$ cat src/rtl/stp_pkg.sv
// Shared constants, entry layout and FSM encoding for the STP state manager.
package stp_pkg;

  // Default configuration of the state manager.
  localparam int STP_DATA_WIDTH   = 18;
  localparam int STP_WEIGHT_WIDTH = 16;
  localparam int STP_N_SYN        = 64;
  localparam int STP_TIME_WIDTH   = 16;
  localparam int STP_U_BASE       = 64;
  localparam int STP_R_TARGET     = 256;
  localparam int STP_TAU_U_SHIFT  = 3;
  localparam int STP_TAU_R_SHIFT  = 3;
  localparam int STP_MAX_STEPS    = 16;

  // One RAM entry. The top module packs entries in this field order
  // ({u, r, last_t}, u in the MSBs) for any parameterisation.
  typedef struct packed {
    logic signed [STP_DATA_WIDTH-1:0] u;
    logic signed [STP_DATA_WIDTH-1:0] r;
    logic [STP_TIME_WIDTH-1:0]        last_t;
  } stp_state_t;

  // FSM encoding, kept as plain constants so older tools can consume it.
  typedef logic [2:0] fsm_state_e;
  localparam fsm_state_e ST_INIT  = 3'd0;
  localparam fsm_state_e ST_IDLE  = 3'd1;
  localparam fsm_state_e ST_READ  = 3'd2;
  localparam fsm_state_e ST_DECAY = 3'd3;
  localparam fsm_state_e ST_EVAL  = 3'd4;
  localparam fsm_state_e ST_WRITE = 3'd5;

endpackage

$ cat src/rtl/stp_state_ram.sv
// Single-port synapse state RAM with synchronous read (read-before-write).
module stp_state_ram #(
  parameter int DEPTH  = 64,
  parameter int WIDTH  = 52,
  parameter int ADDR_W = $clog2(DEPTH)
) (
  input  logic              clk,
  input  logic              we,
  input  logic [ADDR_W-1:0] addr,
  input  logic [WIDTH-1:0]  wdata,
  output logic [WIDTH-1:0]  rdata
);

  logic [WIDTH-1:0] mem [DEPTH];

  // Write when enabled; the addressed word is always read out one cycle later.
  always_ff @(posedge clk) begin
    if (we) begin
      mem[addr] <= wdata;
    end
    rdata <= mem[addr];
  end

endmodule

$ cat src/rtl/stp_state_manager.sv
// Sequential wrapper around the combinational STP update stage: fetches the
// per-synapse state, relaxes it toward baseline for the elapsed timesteps,
// hands it to STP, and writes the STP result back.
//
// Handshake: a request transfers on a clock edge where req_valid and
// req_ready are both 1; req_ready is 1 only in IDLE, so at most one request
// is in flight. resp_valid is a one-cycle pulse; resp_* carry the written-back
// entry and are meaningful only while resp_valid is 1.
module stp_state_manager
  import stp_pkg::*;
#(
  parameter int DATA_WIDTH   = STP_DATA_WIDTH,
  parameter int WEIGHT_WIDTH = STP_WEIGHT_WIDTH,
  parameter int N_SYN        = STP_N_SYN,
  parameter int TIME_WIDTH   = STP_TIME_WIDTH,
  parameter int U_BASE       = STP_U_BASE,
  parameter int R_TARGET     = STP_R_TARGET,
  parameter int TAU_U_SHIFT  = STP_TAU_U_SHIFT,
  parameter int TAU_R_SHIFT  = STP_TAU_R_SHIFT,
  parameter int MAX_STEPS    = STP_MAX_STEPS
) (
  input  logic                     clk,
  input  logic                     rst_n,
  input  logic                     tick,
  input  logic                     req_valid,
  output logic                     req_ready,
  input  logic [$clog2(N_SYN)-1:0] req_syn_id,
  input  logic                     req_spike,
  input  logic [WEIGHT_WIDTH-1:0]  req_weight,
  output logic                     stp_spike,
  output logic [DATA_WIDTH-1:0]    stp_u_decayed,
  output logic [DATA_WIDTH-1:0]    stp_R_decayed,
  output logic [WEIGHT_WIDTH-1:0]  stp_weight,
  input  logic [DATA_WIDTH-1:0]    stp_u_in,
  input  logic [DATA_WIDTH-1:0]    stp_R_in,
  input  logic [WEIGHT_WIDTH-1:0]  stp_efficacy_in,
  output logic                     resp_valid,
  output logic [$clog2(N_SYN)-1:0] resp_syn_id,
  output logic [DATA_WIDTH-1:0]    resp_u,
  output logic [DATA_WIDTH-1:0]    resp_R,
  output logic [WEIGHT_WIDTH-1:0]  resp_efficacy
);

  localparam int ID_W    = $clog2(N_SYN);
  localparam int ENTRY_W = 2 * DATA_WIDTH + TIME_WIDTH;

  localparam logic signed [DATA_WIDTH-1:0] U_BASE_V   = DATA_WIDTH'(U_BASE);
  localparam logic signed [DATA_WIDTH-1:0] R_TARGET_V = DATA_WIDTH'(R_TARGET);
  localparam logic [ID_W-1:0]              LAST_ID    = ID_W'(N_SYN - 1);
  localparam logic [TIME_WIDTH-1:0]        MAX_STEPS_V = TIME_WIDTH'(MAX_STEPS);

  fsm_state_e                    state_q;
  logic [TIME_WIDTH-1:0]         t_now;
  logic [TIME_WIDTH-1:0]         t_cap;
  logic [TIME_WIDTH-1:0]         steps_q;
  logic [ID_W-1:0]               init_idx;
  logic [ID_W-1:0]               id_q;
  logic                          spike_q;
  logic [WEIGHT_WIDTH-1:0]       weight_q;
  logic signed [DATA_WIDTH-1:0]  u_q;
  logic signed [DATA_WIDTH-1:0]  r_q;
  logic [DATA_WIDTH-1:0]         u_cap;
  logic [DATA_WIDTH-1:0]         r_cap;
  logic [WEIGHT_WIDTH-1:0]       eff_cap;
  logic                          resp_valid_q;

  logic                          ram_we;
  logic [ID_W-1:0]               ram_addr;
  logic [ENTRY_W-1:0]            ram_wdata;
  logic [ENTRY_W-1:0]            ram_rdata;

  logic signed [DATA_WIDTH-1:0]  rd_u;
  logic signed [DATA_WIDTH-1:0]  rd_r;
  logic [TIME_WIDTH-1:0]         rd_t;
  logic [TIME_WIDTH-1:0]         elapsed;
  logic signed [DATA_WIDTH-1:0]  u_diff;
  logic signed [DATA_WIDTH-1:0]  r_diff;
  logic signed [DATA_WIDTH-1:0]  u_step;
  logic signed [DATA_WIDTH-1:0]  r_step;

  stp_state_ram #(
    .DEPTH (N_SYN),
    .WIDTH (ENTRY_W),
    .ADDR_W(ID_W)
  ) u_ram (
    .clk  (clk),
    .we   (ram_we),
    .addr (ram_addr),
    .wdata(ram_wdata),
    .rdata(ram_rdata)
  );

  // Entry fields; layout matches stp_state_t ({u, r, last_t}).
  assign rd_u = ram_rdata[ENTRY_W-1 -: DATA_WIDTH];
  assign rd_r = ram_rdata[TIME_WIDTH +: DATA_WIDTH];
  assign rd_t = ram_rdata[TIME_WIDTH-1:0];

  // Modular distance from the stored timestamp; aliasing after a full wrap is accepted.
  assign elapsed = t_cap - rd_t;

  // One relaxation step toward baseline; the arithmetic shift floors negative gaps.
  assign u_diff = U_BASE_V - u_q;
  assign r_diff = R_TARGET_V - r_q;
  assign u_step = u_q + (u_diff >>> TAU_U_SHIFT);
  assign r_step = r_q + (r_diff >>> TAU_R_SHIFT);

  // RAM port steering: init sweep, writeback, otherwise pre-read the incoming id.
  // Writes are suppressed during reset so an interrupted request leaves no trace.
  always_comb begin
    ram_we    = 1'b0;
    ram_addr  = req_syn_id;
    ram_wdata = {u_cap, r_cap, t_cap};
    case (state_q)
      ST_INIT: begin
        ram_we    = rst_n;
        ram_addr  = init_idx;
        ram_wdata = {U_BASE_V, R_TARGET_V, {TIME_WIDTH{1'b0}}};
      end
      ST_WRITE: begin
        ram_we   = rst_n;
        ram_addr = id_q;
      end
      default: ;
    endcase
  end

  // Main FSM, timestep counter and datapath registers.
  always_ff @(posedge clk) begin
    if (!rst_n) begin
      state_q      <= ST_INIT;
      t_now        <= '0;
      t_cap        <= '0;
      steps_q      <= '0;
      init_idx     <= '0;
      id_q         <= '0;
      spike_q      <= 1'b0;
      weight_q     <= '0;
      u_q          <= '0;
      r_q          <= '0;
      u_cap        <= '0;
      r_cap        <= '0;
      eff_cap      <= '0;
      resp_valid_q <= 1'b0;
    end else begin
      if (tick) begin
        t_now <= t_now + TIME_WIDTH'(1);
      end
      resp_valid_q <= 1'b0;
      case (state_q)
        ST_INIT: begin
          init_idx <= init_idx + ID_W'(1);
          if (init_idx == LAST_ID) begin
            init_idx <= '0;
            state_q  <= ST_IDLE;
          end
        end
        ST_IDLE: begin
          if (req_valid) begin
            id_q     <= req_syn_id;
            spike_q  <= req_spike;
            weight_q <= req_weight;
            t_cap    <= t_now;
            state_q  <= ST_READ;
          end
        end
        ST_READ: begin
          u_q     <= rd_u;
          r_q     <= rd_r;
          steps_q <= elapsed;
          if (elapsed == '0) begin
            state_q <= ST_EVAL;
          end else if (elapsed >= MAX_STEPS_V) begin
            u_q     <= U_BASE_V;
            r_q     <= R_TARGET_V;
            state_q <= ST_EVAL;
          end else begin
            state_q <= ST_DECAY;
          end
        end
        ST_DECAY: begin
          u_q     <= u_step;
          r_q     <= r_step;
          steps_q <= steps_q - TIME_WIDTH'(1);
          if (steps_q == TIME_WIDTH'(1)) begin
            state_q <= ST_EVAL;
          end
        end
        ST_EVAL: begin
          u_cap   <= stp_u_in;
          r_cap   <= stp_R_in;
          eff_cap <= stp_efficacy_in;
          state_q <= ST_WRITE;
        end
        ST_WRITE: begin
          resp_valid_q <= 1'b1;
          state_q      <= ST_IDLE;
        end
        default: state_q <= ST_INIT;
      endcase
    end
  end

  assign req_ready     = (state_q == ST_IDLE);
  assign stp_u_decayed = u_q;
  assign stp_R_decayed = r_q;
  assign stp_spike     = (state_q == ST_EVAL) && spike_q;
  assign stp_weight    = (state_q == ST_EVAL) ? weight_q : '0;
  assign resp_valid    = resp_valid_q;
  assign resp_syn_id   = id_q;
  assign resp_u        = u_cap;
  assign resp_R        = r_cap;
  assign resp_efficacy = eff_cap;

endmodule

$ cat config.mk
export PLATFORM = sky130hd
export DESIGN_NAME = stp_state_manager
export DESIGN_NICKNAME = d
export VERILOG_FILES = /design/src/rtl/stp_pkg.sv /design/src/rtl/stp_state_ram.sv /design/src/rtl/stp_state_manager.sv
export SDC_FILE = /design/constraint.sdc
export NUM_CORES = 2
export LEC_CHECK = 0
export CORE_MARGIN = 2
export CORE_UTILIZATION = 50
export DETAILED_ROUTE_END_ITERATION = 7
export DONT_BUFFER_PORTS = 1
export HOLD_SLACK_MARGIN = 0.08
export MAX_ROUTING_LAYER = met4
export PLACE_DENSITY = 0.76
export SLEW_MARGIN = 40
export SYNTH_ARGS = -nofsm -noshare
export SYNTH_HDL_FRONTEND = slang
export SYNTH_HIERARCHICAL = 1
export SYNTH_SLANG_ARGS = --single-unit
$ cat constraint.sdc
create_clock -name clk -period 8.2 [get_ports clk]
set_clock_uncertainty 0.2 [all_clocks]
set_input_delay 1.64 -clock clk [delete_from_list [all_inputs] [get_ports clk]]
set_output_delay 1.64 -clock clk [all_outputs]
set_load 0.05 [all_outputs]
# Word-level counts from Yosys, hierarchy flattened
# Memory sizes are Yosys's and may differ from the RTL's. A register that Yosys moved wholly into a read port is not among the register bits.
# Index checks and enable logic that the tools add are counted.
# Widths: inputs -> output; s select.
# word_totals
ff_bits	169
n_memories	1
word_cells	62
in_bits	79
ramBits	3328
# mem_list
memory	depth	word_bits	rd	rd_ports_with_merged_regs	write_ports	line_no	text
u_ram.mem	64	52	1	1	1	stp_state_ram.sv:14	logic [WIDTH-1:0] mem [DEPTH];
# classes
addsub	8
n_mux	21
eq_ne	10
order_cmp	1
n_reduce_logical	7
# op_table
op	count
$mux 18	4
$pmux 18 s2	2
$mux 52	1
$add 18x15->18	2
$pmux 16 s2	1
$pmux 3 s6	1
$sub 10x18->18 const A	1
$sub 8x18->18 const A	1
$add 16x1->16 const B	1
$eq 16x1->1 const B	1
$ge 16x5->1 const B	1
$logic_not 16->1	1
$mux 16	1
$sub 16x1->16 const B	1
$sub 16x16->16	1
$mux 3	5
$pmux 6 s2	1
$add 6x1->6 const B	1
$eq 3x2->1 const B	2
$eq 3x3->1 const B	2
$eq 6x6->1 const B	1
$mux 6	1
$ne 2x2->1 const B	3
$mux 1	4
7 further kinds	7

# Depth between registers and ports, before layout
# logic_depth
word_depth	5
ltp_mapped	16
depth_no_buf	16

# By module
# The synthesis kept the hierarchy.
# by_module_without_submodules
module	area_each_um2	instances	seq_area_each_um2	cells_each
stp_state_ram	126911.7	1	100976.8	7106
stp_state_manager	10133.5	1	3383.2	1317

# Least setup slack after synthesis
# No wires, ideal clock.
# synth_path
path_type	in2reg
from	input req_syn_id[2]
to	memory u_ram.mem[12][0] (enable)
slack_ps	1837
cell_stages	12
path_buffers	7
setup_ps	462
t_arrival_ps	5701
path_cell_list	o22a_1 > o22ai_1 > a21oi_1 > buf_6 > buf_4 > buf_4 > buf_4 > buf_4 > buf_2 > buf_2 > nand3_1 > nor2_1
# synth_between
elab_chain_len	1
# synth_rtl
item	line_no	text
start: declaration	stp_state_manager.sv:27	input logic [$clog2(N_SYN)-1:0] req_syn_id,
$pmux 6 s2	stp_state_manager.sv:113	case (state_q)
net ram_addr[2]	stp_state_manager.sv:68	logic [ID_W-1:0] ram_addr;
end: declaration	stp_state_ram.sv:14	
# The timed path passes the listed nets, and every way through them passes these cells.

# Final worst setup path
# layout_path
from	register state_q[1]
to	register u_ram.rdata[47], read port of u_ram.mem
# layout_between
elab_chain_len	2
elab_cells_between_ends	3
cone_classes	eq/ne: 1; mux: 1; reduce/logical: 1
# layout_rtl
item	line_no	text
start: declaration	stp_state_manager.sv:52	fsm_state_e state_q;
start signal: assignment	stp_state_manager.sv:130	state_q <= ST_INIT;
start signal: assignment	stp_state_manager.sv:154	state_q <= ST_IDLE;
start signal: assignment	stp_state_manager.sv:163	state_q <= ST_READ;
$eq 3x3->1 or $logic_not 3->1 (tied branches)	stp_state_manager.sv:113	
$pmux 6 s2 (*)	stp_state_manager.sv:113	
net ram_addr[1]	stp_state_manager.sv:68	
end: declaration	stp_state_ram.sv:11	output logic [WIDTH-1:0] rdata
# The timed path passes the listed nets; every way through them passes the cells marked *.
# A chain may end at the register's enable or synchronous reset.

==> implementation parameters <==
Parameter                              Value

Critical path
  Startpoint type of the worst setup path ... flip-flop
  Kind of cell adding the most delay to the critical path ... buffers and inverters
  Library cell contributing the largest single delay on the critical path ... sky130_fd_sc_hd__buf_4
  Launching element of the worst setup path ... state_q[1]
  Max Fanout on Critical Path ... 94
  Critical Path AT ... around 6.3 ns
  Critical Path Max Stage Delay ... 0.76 ns
  Cell mode on critical path ... sky130_fd_sc_hd__buf_4
  Startpoint-to-endpoint class of the critical path ... reg2reg
  Cell-by-cell listing of the critical path ... clkinv_1 -> nand2_1 -> o22a_1 -> o22ai_1 -> a21oi_4 -> buf_4 -> inv_8 -> buf_4 -> a221oi_1 -> nor3_1 -> nor4_1 -> and3_1 -> o2111ai_2
  Required time at the worst-slack endpoint ... 8.72 ns
  Critical Path End Type ... flip-flop
  Slack of the worst reg-to-reg path ... 2.38 ns
  Crit path buffers/inverters ... 4
  Reg-to-reg critical path startpoint ... state_q[1]

Floorplan
  Starting utilization of the core area ... 50.17%
  Number of placed I/O pins ... approximately 190
  Floorplan die height ... 527.5 um
  Placeable core area ... 0.2731 mm2
  Standard-cell rows ... 192
  Chip width ... 527.5 um
  Total Die Area ... 0.2783 mm2

Global route
  Grt ovf ... 0
  Vias in the first global route ... 84620
  Initial antenna violation count ... 36
  Total routing resource utilization after global routing ... 32.38%
  Maximum number of pins on one net before global-route repair ... 145
  Global-route wire length before repair ... 625300 um

Synthesis
  Synthesized Nets ... 8556
  Post-synthesis register bit count ... 3549
  Most frequently used flop master after synthesis ... sky130_fd_sc_hd__edfxtp_1
  Fraction of synthesis flops using an asynchronous set or reset pin ... 0%
  Mapped Cells ... 8423
  Register area share after synthesis ... 76.15%
  Average cell area after synthesis ... 16.27 um2
  Number of warnings reported in the yosys synthesis log ... 6
  Area of the mapped netlist ... 0.1370 mm2
  Post-synth EDFFs ... 3328
  Library cells used by synthesis ... 90

Place
  Placer Congestion ... 0.9130
  Port Buffer Count ... 0
  Detailed placer's ending HPWL ... 247300 um

STA
  Unrepaired setup endpoints after global routing ... false
  Total of endpoints with negative setup slack in the final report ... 0
  TNS Setup ... 0 ns
  Max Freq ... 171.8 MHz
  Worst hold-check slack ... 0.2496 ns
  Period minus WS final ... approximately 5.8 ns
  Tcrit/Tclk final ... between 70% and 80%
  Transition time at the pin with the least slew margin ... 1.126 ns
  Final slew viol count ... 0
  Relative slew margins ... 24.93%
  Final hold viol count ... 0

Power and ir drop
  Reported net switching power ... between 8 and 9 mW
  Power share of the combinational group ... 6.3%
  Flop pwr share ... 52.1%
  Final Power ... 38.06 mW
  LEAKAGE ... approximately 50 nW
  Worst supply voltage drop on vdd ... 0.0002072 V
  Areal power density over the cells ... 246.7 mW/mm2
  Sw frac ... 22.74%
  Cell-internal power ... 29.41 mW
  Clock network power share ... 41.6%

Drt
  Starting DRC count in detailed routing ... 17850
  Wire length after detailed routing ... between 400000 and 500000 um
  Total via count after detailed routing ... 89260
  Number of design rule violations left after detail routing ... 13
  Routed len/inst ... 36.33 um
  Post-route antenna net violation count ... 0
  Routed via count divided by cell count ... just over 7
  Count of TritonRoute iterations in the first routing pass ... 8

CTS
  Number of hold buffers added after cts ... 0
  TritonCTS buffer count ... between 300 and 400
  Clock net sink count ... 3549
  Post-CTS setup repair buffer count ... 0
  H-tree level count ... 5
  # resized after CTS ... 0
  Clock network latency to the later pin of the worst-skew pair ... 0.98 ns
  CTS tree ... yes
  Register clock-pin slew on the reported worst setup and hold paths ... 0.06 ns
  Buffers from clock root to sink, at most ... 4
  Cell at the root of the clock tree ... sky130_fd_sc_hd__clkbuf_16

Layout
  Filler cells ... slightly below 20000
  Total Nets Final ... approximately 8600
  Synthesis-to-layout area growth ... 12.58%
  Share of final-layout standard cells stronger than drive strength 1 ... 14.40%
  Util after Layout ... 56.48%

Run
  Max capacitance violation total ... 0

Status
  Outcome ... complete, but fails checks
  Failing checks ... DRC

Min path
  Tightest Hold Check Type ... reg2reg
  Origin of the worst min-delay path ... weight_q[15]
==> cell usage after synthesis, drive strengths merged, types with 22 or more instances <==
master	instances	area, um2
edfxtp	3328	99940
mux2	217	2444
mux2i	195	1952
a221oi	721	6315
a31oi	58	362.9
and2	82	515.5
or4	34	255.2
nor4	36	270.3
nor3	174	870.8
xor2	45	394.1
xnor2	44	385.4
mux4	38	855.8
a22o	36	315.3
nand2	361	1355
a311oi	28	245.2
clkbuf	332	1286
a22oi	419	3146
buf	298	1610
nor2	371	1400
o21ai	268	1345
a221o	46	460.4
inv	38	142.6
dfxtp	221	4424
a21oi	367	1848
a211oi	55	412.9
o22ai	197	1232
nand4	33	206.5
nand3	90	463.0
ha	53	663.1
a21boi	22	165.2
==> cell usage in the layout (no fill, tap or decap), types with 43 or more instances in the layout <==
cell type and n:
sky130_fd_sc_hd__a221oi_1 721, sky130_fd_sc_hd__xor2_1 45, sky130_fd_sc_hd__a221o_1 46, sky130_fd_sc_hd__edfxtp_1 3328, sky130_fd_sc_hd__and2_4 43, sky130_fd_sc_hd__clkbuf_1 74, sky130_fd_sc_hd__xnor2_1 43, sky130_fd_sc_hd__a31oi_1 58
sky130_fd_sc_hd__buf_12 48, sky130_fd_sc_hd__nor2_4 75, sky130_fd_sc_hd__nor2_1 290, sky130_fd_sc_hd__clkbuf_16 356, sky130_fd_sc_hd__ha_1 53, sky130_fd_sc_hd__clkinv_2 64, sky130_fd_sc_hd__buf_4 202, sky130_fd_sc_hd__mux2_2 217
sky130_fd_sc_hd__mux2i_1 195, sky130_fd_sc_hd__o21ai_0 264, sky130_fd_sc_hd__nand3_1 82, sky130_fd_sc_hd__dfxtp_1 210, sky130_fd_sc_hd__nand2_1 354, sky130_fd_sc_hd__a21oi_1 360, sky130_fd_sc_hd__o22ai_1 197, sky130_fd_sc_hd__nor3_1 173
sky130_fd_sc_hd__clkinv_1 51, sky130_fd_sc_hd__a211oi_1 54, sky130_fd_sc_hd__a22oi_1 419
==> metrics by stage <==
stage,instances,setup slack [ns],instance area (um2)
final,12340,2.380,154300
after global routing,12330,2.338,154300
after global placement,11630,1.592,141900
after CTS,12290,2.557,153900
after detailed placement,11670,2.174,142800
after floorplan,8423,1.837,137000
==> worst register-to-register path: cells and delay by family, from the launching register on <==
kind | cells | cell delay [ns]
buffers and inverters | 4 | 2.30
AOI/OAI and AO/OA | 5 | 1.48
and+or+nand+nor | 4 | 1.19
DFF | 1 | 0.42
==> area by class of cell <==
class	instances	area (um2)	share of cell area (%)
inverter	42	180.2	0.1168
clock inverter	171	1633	1.058
tap	3589	4491	2.911
antenna	38	95.09	0.06163
clock buffer	452	9489	6.150
sequential	3549	104400	67.65
timing repair buffer	295	3480	2.255
multi-input combinational	4201	30540	19.80
==> per-layer routing <==
metal / vias to the layer above / wire [um] / GRT usage (%)
li1: 34570 / - / -
met1: 43710 / 142400 / 39.09
met2: 9005 / 193700 / 46.25
met3: 1968 / 80280 / 12.56
met4: 0 / 31800 / 18.81
met5: - / 0 / -
==> worst paths after layout <==
path,endpoint,cells past startpoint
hold / removal,weight_q[15],2
setup / recovery,u_ram/rdata[47],13
hold reg to reg,weight_q[15],2
setup reg to reg,u_ram/rdata[47],13
==> registers in the layout (all words and copies together) (netlist names) <==
register       cells
weight_q          16
stp_R_decayed     18
u_ram/rdata       52
stp_u_decayed     18
resp_syn_id        6
init_idx           6
steps_q           16
resp_u            18
state_q            3
t_now             16
resp_efficacy     16
resp_R            18
u_ram/mem       3328
resp_valid         1
t_cap             16
spike_q            1
==> kinds of logic (layout without fill, tap and decap cells) <==
kind of cell / after synthesis / in the layout / share of synthesized area, %
DFF: 3549 / 3549 / 76.15
AOI/OAI and AO/OA: 2348 / 2348 / 12.43
and+or+nand+nor: 1260 / 1260 / 4.289
buffers and inverters: 673 / 960 / 2.236
muxes: 450 / 450 / 3.832
xor gates and xnor gates: 89 / 89 / 0.5688
adders and majority gates: 54 / 54 / 0.4985
other: 0 / 38 / 0
==> power by group through the flow <==
stage | Clock [mW] | Sequential [mW] | Combinational [mW]
2_1_floorplan | 0 | 20.0 | 1.46
3_3_place_gp | 0 | 20.2 | 2.21
3_5_place_dp | 0 | 20.2 | 2.26
6_report | 15.8 | 19.8 | 2.41
5_1_grt | 16.5 | 19.8 | 2.44
4_1_cts | 15.8 | 19.8 | 2.28
(Power assumes the default switching activity.)
